===== config.mk =====
export PLATFORM = sky130hd
export DESIGN_NAME = regfile_seq
export DESIGN_NICKNAME = d
export VERILOG_FILES = /design/src/rtl/lc3_pkg.sv /design/src/rtl/regfile_seq_regfile.sv /design/src/rtl/regfile_seq.sv
export SDC_FILE = /design/constraint.sdc
export NUM_CORES = 1
export LEC_CHECK = 0
export ABC_AREA = 1
export BUFFER_PORTS_ARGS = -buffer_cell sky130_fd_sc_hd__buf_4
export CORE_MARGIN = 8
export CORE_UTILIZATION = 63
export CTS_CLUSTER_SIZE = 28
export DETAILED_ROUTE_END_ITERATION = 16
export PLACE_DENSITY = 0.84
export SLEW_MARGIN = 25
export SYNTH_ARGS = -nofsm -noshare
export SYNTH_HDL_FRONTEND = slang
export SYNTH_SLANG_ARGS = --single-unit

===== constraint.sdc =====
create_clock -name clk -period 7.22 [get_ports clk]
set_input_delay 0 -clock clk [delete_from_list [all_inputs] [get_ports clk]]
set_output_delay 0 -clock clk [all_outputs]
set_load 0.05 [all_outputs]

===== src/rtl/lc3_pkg.sv =====
// Shared widths, types and FSM state encoding for the LC3 register-file sequencer.
package lc3_pkg;
    localparam int DATA_W   = 16;
    localparam int SEL_W    = 3;
    localparam int NUM_REGS = 1 << SEL_W;

    typedef enum logic [1:0] {
        IDLE,
        RD_B,
        RESP
    } regfile_seq_state_t;
endpackage


===== src/rtl/regfile_seq_regfile.sv =====
// LC3 8x16 single-port register file: one select for both the read and the write path.
module regfile
    import lc3_pkg::*;
(
    input  logic              clk,
    input  logic              write_en,
    input  logic [SEL_W-1:0]  sel,
    input  logic [DATA_W-1:0] in_data,
    output logic [DATA_W-1:0] out_data
);
    // Contents are deliberately not reset; software must write before reading.
    logic [DATA_W-1:0] regs [NUM_REGS];

    always_ff @(posedge clk) begin
        if (write_en) begin
            regs[sel] <= in_data;
        end
    end

    assign out_data = regs[sel];
endmodule


===== src/rtl/regfile_seq.sv =====
// Sequencer sharing the single register-file port between a two-operand reader and a writer.
// Define REGFILE_SEQ_FAIR_EN for alternating read/write priority; default is strict write priority.
module regfile_seq
    import lc3_pkg::*;
(
    input  logic              clk,
    input  logic              rst_n,
    input  logic              rd_valid,
    output logic              rd_ready,
    input  logic [SEL_W-1:0]  rd_sr1,
    input  logic [SEL_W-1:0]  rd_sr2,
    input  logic              rd_two,
    output logic              res_valid,
    input  logic              res_ready,
    output logic [DATA_W-1:0] res_a,
    output logic [DATA_W-1:0] res_b,
    input  logic              wr_valid,
    output logic              wr_ready,
    input  logic [SEL_W-1:0]  wr_dr,
    input  logic [DATA_W-1:0] wr_data
);
    regfile_seq_state_t state;
    logic [SEL_W-1:0]   sr2_q;
    logic               read_wins;
    logic               wr_grant;
    logic               rd_accept;
    logic [SEL_W-1:0]   rf_sel;
    logic [DATA_W-1:0]  rf_out;

`ifdef REGFILE_SEQ_FAIR_EN
    logic fair_q;
    logic contended;

    assign contended = (state == IDLE) && rd_valid && wr_valid;
    assign read_wins = contended && fair_q;

    // Remembers that the writer won the last tie so the reader gets the next one.
    always_ff @(posedge clk or negedge rst_n) begin
        if (!rst_n) begin
            fair_q <= 1'b0;
        end else if (rd_accept) begin
            fair_q <= 1'b0;
        end else if (contended && wr_grant) begin
            fair_q <= 1'b1;
        end
    end
`else
    assign read_wins = 1'b0;
`endif

    // The write may use the port in IDLE or RESP; RD_B owns it for the second operand.
    always_comb begin
        wr_grant  = rst_n && wr_valid && (state != RD_B) && !read_wins;
        rd_accept = rst_n && rd_valid && (state == IDLE) && !wr_grant;
        if (wr_grant) begin
            rf_sel = wr_dr;
        end else if (state == RD_B) begin
            rf_sel = sr2_q;
        end else begin
            rf_sel = rd_sr1;
        end
    end

    assign rd_ready = rd_accept;
    assign wr_ready = wr_grant;

    regfile u_regfile (
        .clk      (clk),
        .write_en (wr_grant),
        .sel      (rf_sel),
        .in_data  (wr_data),
        .out_data (rf_out)
    );

    // Operands are snapshotted so later writes never disturb a pending response.
    always_ff @(posedge clk or negedge rst_n) begin
        if (!rst_n) begin
            state     <= IDLE;
            res_valid <= 1'b0;
            res_a     <= '0;
            res_b     <= '0;
            sr2_q     <= '0;
        end else begin
            case (state)
                IDLE: begin
                    if (rd_accept) begin
                        res_a <= rf_out;
                        sr2_q <= rd_sr2;
                        if (rd_two) begin
                            state <= RD_B;
                        end else begin
                            res_b     <= '0;
                            res_valid <= 1'b1;
                            state     <= RESP;
                        end
                    end
                end
                RD_B: begin
                    res_b     <= rf_out;
                    res_valid <= 1'b1;
                    state     <= RESP;
                end
                RESP: begin
                    if (res_ready) begin
                        res_valid <= 1'b0;
                        state     <= IDLE;
                    end
                end
                default: begin
                    res_valid <= 1'b0;
                    state     <= IDLE;
                end
            endcase
        end
    end
endmodule


# Yosys cells after proc, flatten, opt, wreduce, memory -nomap -nowiden
# Memories as Yosys holds them, arrays and structs flattened.
# Index checks and enable logic that the tools add are counted.
[totals]
regBits = 38
latch_bits = 0
ram_bits = 128
mem_bits_ro = 0
inputBits = 31
out_inout_bits = 35
elab_cells = 39
mem_count = 1
[memory_table]
columns = ["memory", "words", "width", "read_ports", "rd_clocked_by_memory_dff", "write_ports", "line", "rtl"]
rows = [
  ["u_regfile.regs", 8, 16, 1, 0, 1, "regfile_seq_regfile.sv:12", "logic [DATA_W-1:0] regs [NUM_REGS];"],
]
[classes]
add_sub_neg = 0
n_mul = 0
div = 0
order_cmp = 0
n_eq_ne = 6
shifts = 0
mux = 15
bitwise = 0
n_reduce_logical = 12
[ops]
columns = ["op", "count"]
rows = [
  ["2-to-1 mux 16 bit", 2],
  ["case mux 16 bit (2 select lines)", 1],
  ["2-to-1 mux 2 bit", 3],
  ["2-to-1 mux 3 bit", 2],
  ["inequality test 2 bit, second input constant", 3],
  ["case mux 2 bit (3 select lines)", 1],
  ["AND reduction 3 bit", 2],
  ["logical AND 1 bit", 5],
  ["2-to-1 mux 1 bit", 5],
  ["AND reduction 2 bit", 2],
  ["case mux 1 bit (3 select lines)", 1],
  ["== test 2 x 1 -> 1 bit, second input constant", 1],
  ["== test 2 bit, second input constant", 1],
  ["zero test 2 bit", 1],
  ["inequality test 2 x 1 -> 1 bit, second input constant", 1],
  ["nonzero test 2 bit", 1],
  ["zero test 1 bit", 1],
]

# Logic depth before layout (Yosys ltp)
[depth]
word_depth = 6
ltp_mapped = 13
mapped_depth_nobuf = 12

# Modules after synthesis
# A second synthesis with hierarchy kept.
[hier_totals]
cells_unflattened = 700
area_unflattened_um2 = 6996.7
[by_module_without_submodules]
columns = ["mod", "n_inst", "cells_each", "area_each_um2"]
rows = [
  ["regfile", 1, 532, 5441.5],
  ["regfile_seq", 1, 168, 1555.2],
]

# Worst setup path after synthesis
# Ideal clock, no wire load.
[synth_timing]
kind = "register to register"
start = "reg state[1]"
end = "mem u_regfile.regs[0][0], enable pin"
setup_time_ps = 388
arrival_time_ps = 2150
required_ps = 6832
slack_ps = 4682
path_stages_with_launch = 11
n_path_buf = 1
period_less_slack_ps = 2538
cell_sequence = "dfrtp_1 -> inv_2 -> nand2_4 -> nand2_4 -> inv_2 -> nand2_1 -> nand2_2 -> nor2_1 -> buf_2 -> inv_1 -> nor2_1"
[synth_via]
elab_chain_len = 4
word_cells_on_any_way = 7
cone_classes = "eq/ne: 2; mux: 4; reduce/logical: 1"
[synth_rtl]
columns = ["item", "line", "rtl"]
rows = [
  ["from (decl)", "regfile_seq.sv:22", "regfile_seq_state_t state;"],
  ["from (signal assigned)", "regfile_seq.sv:78", "state <= IDLE;"],
  ["from (signal assigned)", "regfile_seq.sv:90", "state <= RD_B;"],
  ["from (signal assigned)", "regfile_seq.sv:94", "state <= RESP;"],
  ["inequality test 2 x 1 -> 1 bit *", "regfile_seq.sv:53", "wr_grant = rst_n && wr_valid && (state != RD_B) && !read_wins;"],
  ["logical AND 1 bit *", "regfile_seq.sv:53", ""],
  ["named net wr_ready", "regfile_seq.sv:18", "output logic wr_ready,"],
  ["2-to-1 mux 1 bit", "regfile_seq_regfile.sv:15", "if (write_en) begin"],
  ["2-to-1 mux 1 bit (implied by the code)", "regfile_seq_regfile.sv:16", "regs[sel] <= in_data;"],
  ["to (decl)", "regfile_seq_regfile.sv:12", ""],
]
# Mark *: on every way through the listed nets, which the timed path passes. The rest lies on a longest branch.

# Worst setup path after layout
[layout_timing]
start = "reg state[1]"
end = "mem u_regfile.regs[3][3], enable pin"
[layout_via]
elab_chain_len = 4
word_cells_on_any_way = 7
cone_classes = "eq/ne: 2; mux: 4; reduce/logical: 1"
[layout_rtl]
columns = ["item", "line"]
rows = [
  ["inequality test 2 x 1 -> 1 bit", "regfile_seq.sv:53"],
  ["logical AND 1 bit", "regfile_seq.sv:53"],
  ["2-to-1 mux 1 bit", "regfile_seq_regfile.sv:15"],
  ["2-to-1 mux 1 bit (implied by the code)", "regfile_seq_regfile.sv:16"],
]
# Several ways; a longest one is shown, not always the timed one.

==> results.yml <==
run_status:
  outcome: "complete, but fails checks"
  violations: "hold timing"
floorplanning:
  core_area_sq_mm: 0.0108
  dieArea_sq_mm: 0.0146
  num_io_pins: 66
  initial_core_util_pct: 64.3
  rows: 38
  die_w_microns: 121
  die_h_microns: 121
pwr:
  switching_power_mw: 1.24
  seqPwrFrac_pct: 38.3
  vdd_drop_max_uv: 318
  pwr-share-comb_pct: 34.4
  p_sw_share_pct: 38.5
  power.leakage_nw: 3.78
  clkPwrFrac_pct: 27.3
  cellPowerDensity_mw_per_mm2: 386
  p_int_mw: 1.98
  p_total_mw: 3.23
sta:
  max_slew_margin_pct: 38.2
  worstMarginPinSlew_ps: 924
  slew_violations: 0
  setup-tns-final_ps: 0
  max_freq_mhz: 321
  skew_ps: 7.93
  rsz0062_at_grt: "no"
  finalHoldViolations: 2
  fin_crit_ps: 3110
  holdWs_ps: -2.30
  setup_viol: 0
  min_period_over_period_pct: 43.1
worst_setup_path:
  endpoint_kind: "flip-flop"
  r2r_end: "u_regfile.regs[3][3]"
  reg2reg_slack_ps: 4110
  cp_max_fo: 16
  path_class: "flip-flop to flip-flop"
  arrival_ps: 3270
  cp-start-kind: "flip-flop"
  rr_startpoint: "state[1]"
  r2r_cells: 9
  critPathRequiredTime_ps: 7380
synth:
  synth_area_leaders: "edfxtp_1, nand2_1, dfrtp_1"
  synth_top_area_cell: "edfxtp_1"
  synth_nets: 710
  netlist.area_leader.share_pct: 55.4
  postSynthAreaPerCell_sq_um: 10.2
  syn_area_sq_mm: 0.00694
  seq_area_frac_synth_pct: 69.1
  ys_warn_count: 0
  synth_cell_type_count: 20
  synthCells: 679
  ys_ff_latch: 166
cts:
  cts.sinks: 166
  clk_path_buf_depth: 2
  cts-htree-levels: 4
  postCtsHoldBufs: 26
  cts_tree: "done"
  post_cts_buffers: 0
  clk_pin_slew_ps: 70
  cts-buffers-inserted: 17
  clock_latency_ps: 530
  ctsRootBufferMaster: "clkbuf_8"
  cts_resized: 0
global_route:
  grt_usage_pct: 25.0
  globalRouteOverflowTotal: 0
  grt_antenna_before_repair: 0
  grt_pass1_vias: 5122
  grt_max_degree: 53
  grt_pass1_wl_mm: 27.5
finish:
  antenna_cells: 0
  layout_common_cells: "nand2_1, edfxtp_1, nand3_1, buf_4, inv_1"
  utilization_pct: 77.4
  fill_cells: 654
  design_area_sq_mm: 0.00835
  final_nets: 795
  final_common_cell: "nand2_1"
  drive_gt1_share_pct: 15.2
  area_growth_pct: 20.4
place:
  gp_congestion: 0.997
  dpl-instance-area_sq_mm: 0.00751
  place_hpwl_mm: 11.5
  numPortBuffers: 65
detailed_routing:
  top_layer: "met4"
  drt_iter0_drc: 621
  vias_per_cell: 5.68
  routed_wl_mm: 17.5
  wl_met3_mm: 1.81
  drc: 0
  routedWlPerCell_microns: 19.1
  via_count: 5202
  wirelength_met1_mm: 6.80
  drt_first_pass_iters: 5
  met2WireLength_mm: 8.48
  drtAntennaViolNets: 0
job:
  drv_cap: 0
min_path:
  hold_path.class: "primary input to async pin"
-- sequential cells by signal, indices dropped and copies added (netlist names) --
name,count
res_b,16
sr2_q,3
u_regfile.regs,128
state,2
res_a,16
res_valid,1
-- power groups by stage --
stage                     registers [mW]  clock network (mW)  logic, mW
after CTS                           1.23               0.886       1.10
after detailed placement            1.25                   0       1.07
after global placement              1.24                   0       1.05
final                               1.23               0.882       1.11
after global routing                1.25               0.925       1.20
after floorplan                     1.54                   0      0.447
-- critical path, cell delays in order, from the launching register on --
cell and delay, ps:
dfrtp_1 410, inv_2 140, nand2_4 100, nand2_4 160, inv_2 80, nand2_1 60, nand2_1 260, nor2_1 670
inv_1 200, nor2_2 640
-- Yosys cell counts (all sizes together) --
| library cell | number |
|---|---|
| nor2 | 25 |
| nand2 | 300 |
| edfxtp | 128 |
| clkbuf | 10 |
| buf | 16 |
| inv | 65 |
| nand3 | 91 |
| nand3b | 1 |
| a21oi | 1 |
| o21ai | 3 |
| nand4 | 1 |
| dfrtp | 38 |
-- logic make-up (layout without fill, tap and decap cells) --
| group | count (synthesis) | in the layout | share of synthesized area (%) |
|---|---|---|---|
| AO/OA/AOI/OAI | 4 | 4 | 0.343 |
| AND/OR/NAND/NOR | 418 | 418 | 25.3 |
| flip-flops | 166 | 166 | 69.1 |
| buffers and inverters | 91 | 188 | 5.23 |
-- through the flow --
| step | cells | hold WS [ps] | worst slack, ps |
|---|---|---|---|
| finish | 916 | -2.30 | 4110 |
| floorplan | 679 | -296 | 4680 |
| global route | 916 | 18.2 | 3770 |
| global placement | 859 | -7.00 | 4040 |
| CTS | 916 | 3.65 | 3830 |
| detailed placement | 859 | -0.275 | 3870 |
-- layer usage --
| layer | vias to the layer above | GRT usage (%) |
|---|---|---|
| li1 | 2371 | - |
| met5 | - | 0 |
| met4 | 0 | 8.90 |
| met3 | 42 | 6.75 |
| met1 | 2492 | 32.1 |
| met2 | 297 | 40.1 |
-- area by class of cell --
class	instances	area (sq um)	area share, %
Sequential cell	166	4790	57.4
Multi-Input combinational cell	422	1800	21.5
Timing Repair Buffer	92	766	9.17
Clock buffer	18	418	5.00
Inverter	65	244	2.92
Tap cell	140	175	2.10
Clock inverter	13	156	1.87
-- worst max-delay path by stage --
stage	start	end	slack [ps]
floorplan	state[1]	u_regfile.regs[0][0]	4680
global placement	state[1]	u_regfile.regs[7][5]	4040
detailed placement	state[1]	u_regfile.regs[3][5]	3870
CTS	state[1]	u_regfile.regs[3][15]	3830
global route	state[1]	u_regfile.regs[7][4]	3770
finish	state[1]	u_regfile.regs[3][3]	4110
No activity file was read; power rests on OpenSTA's default activity.
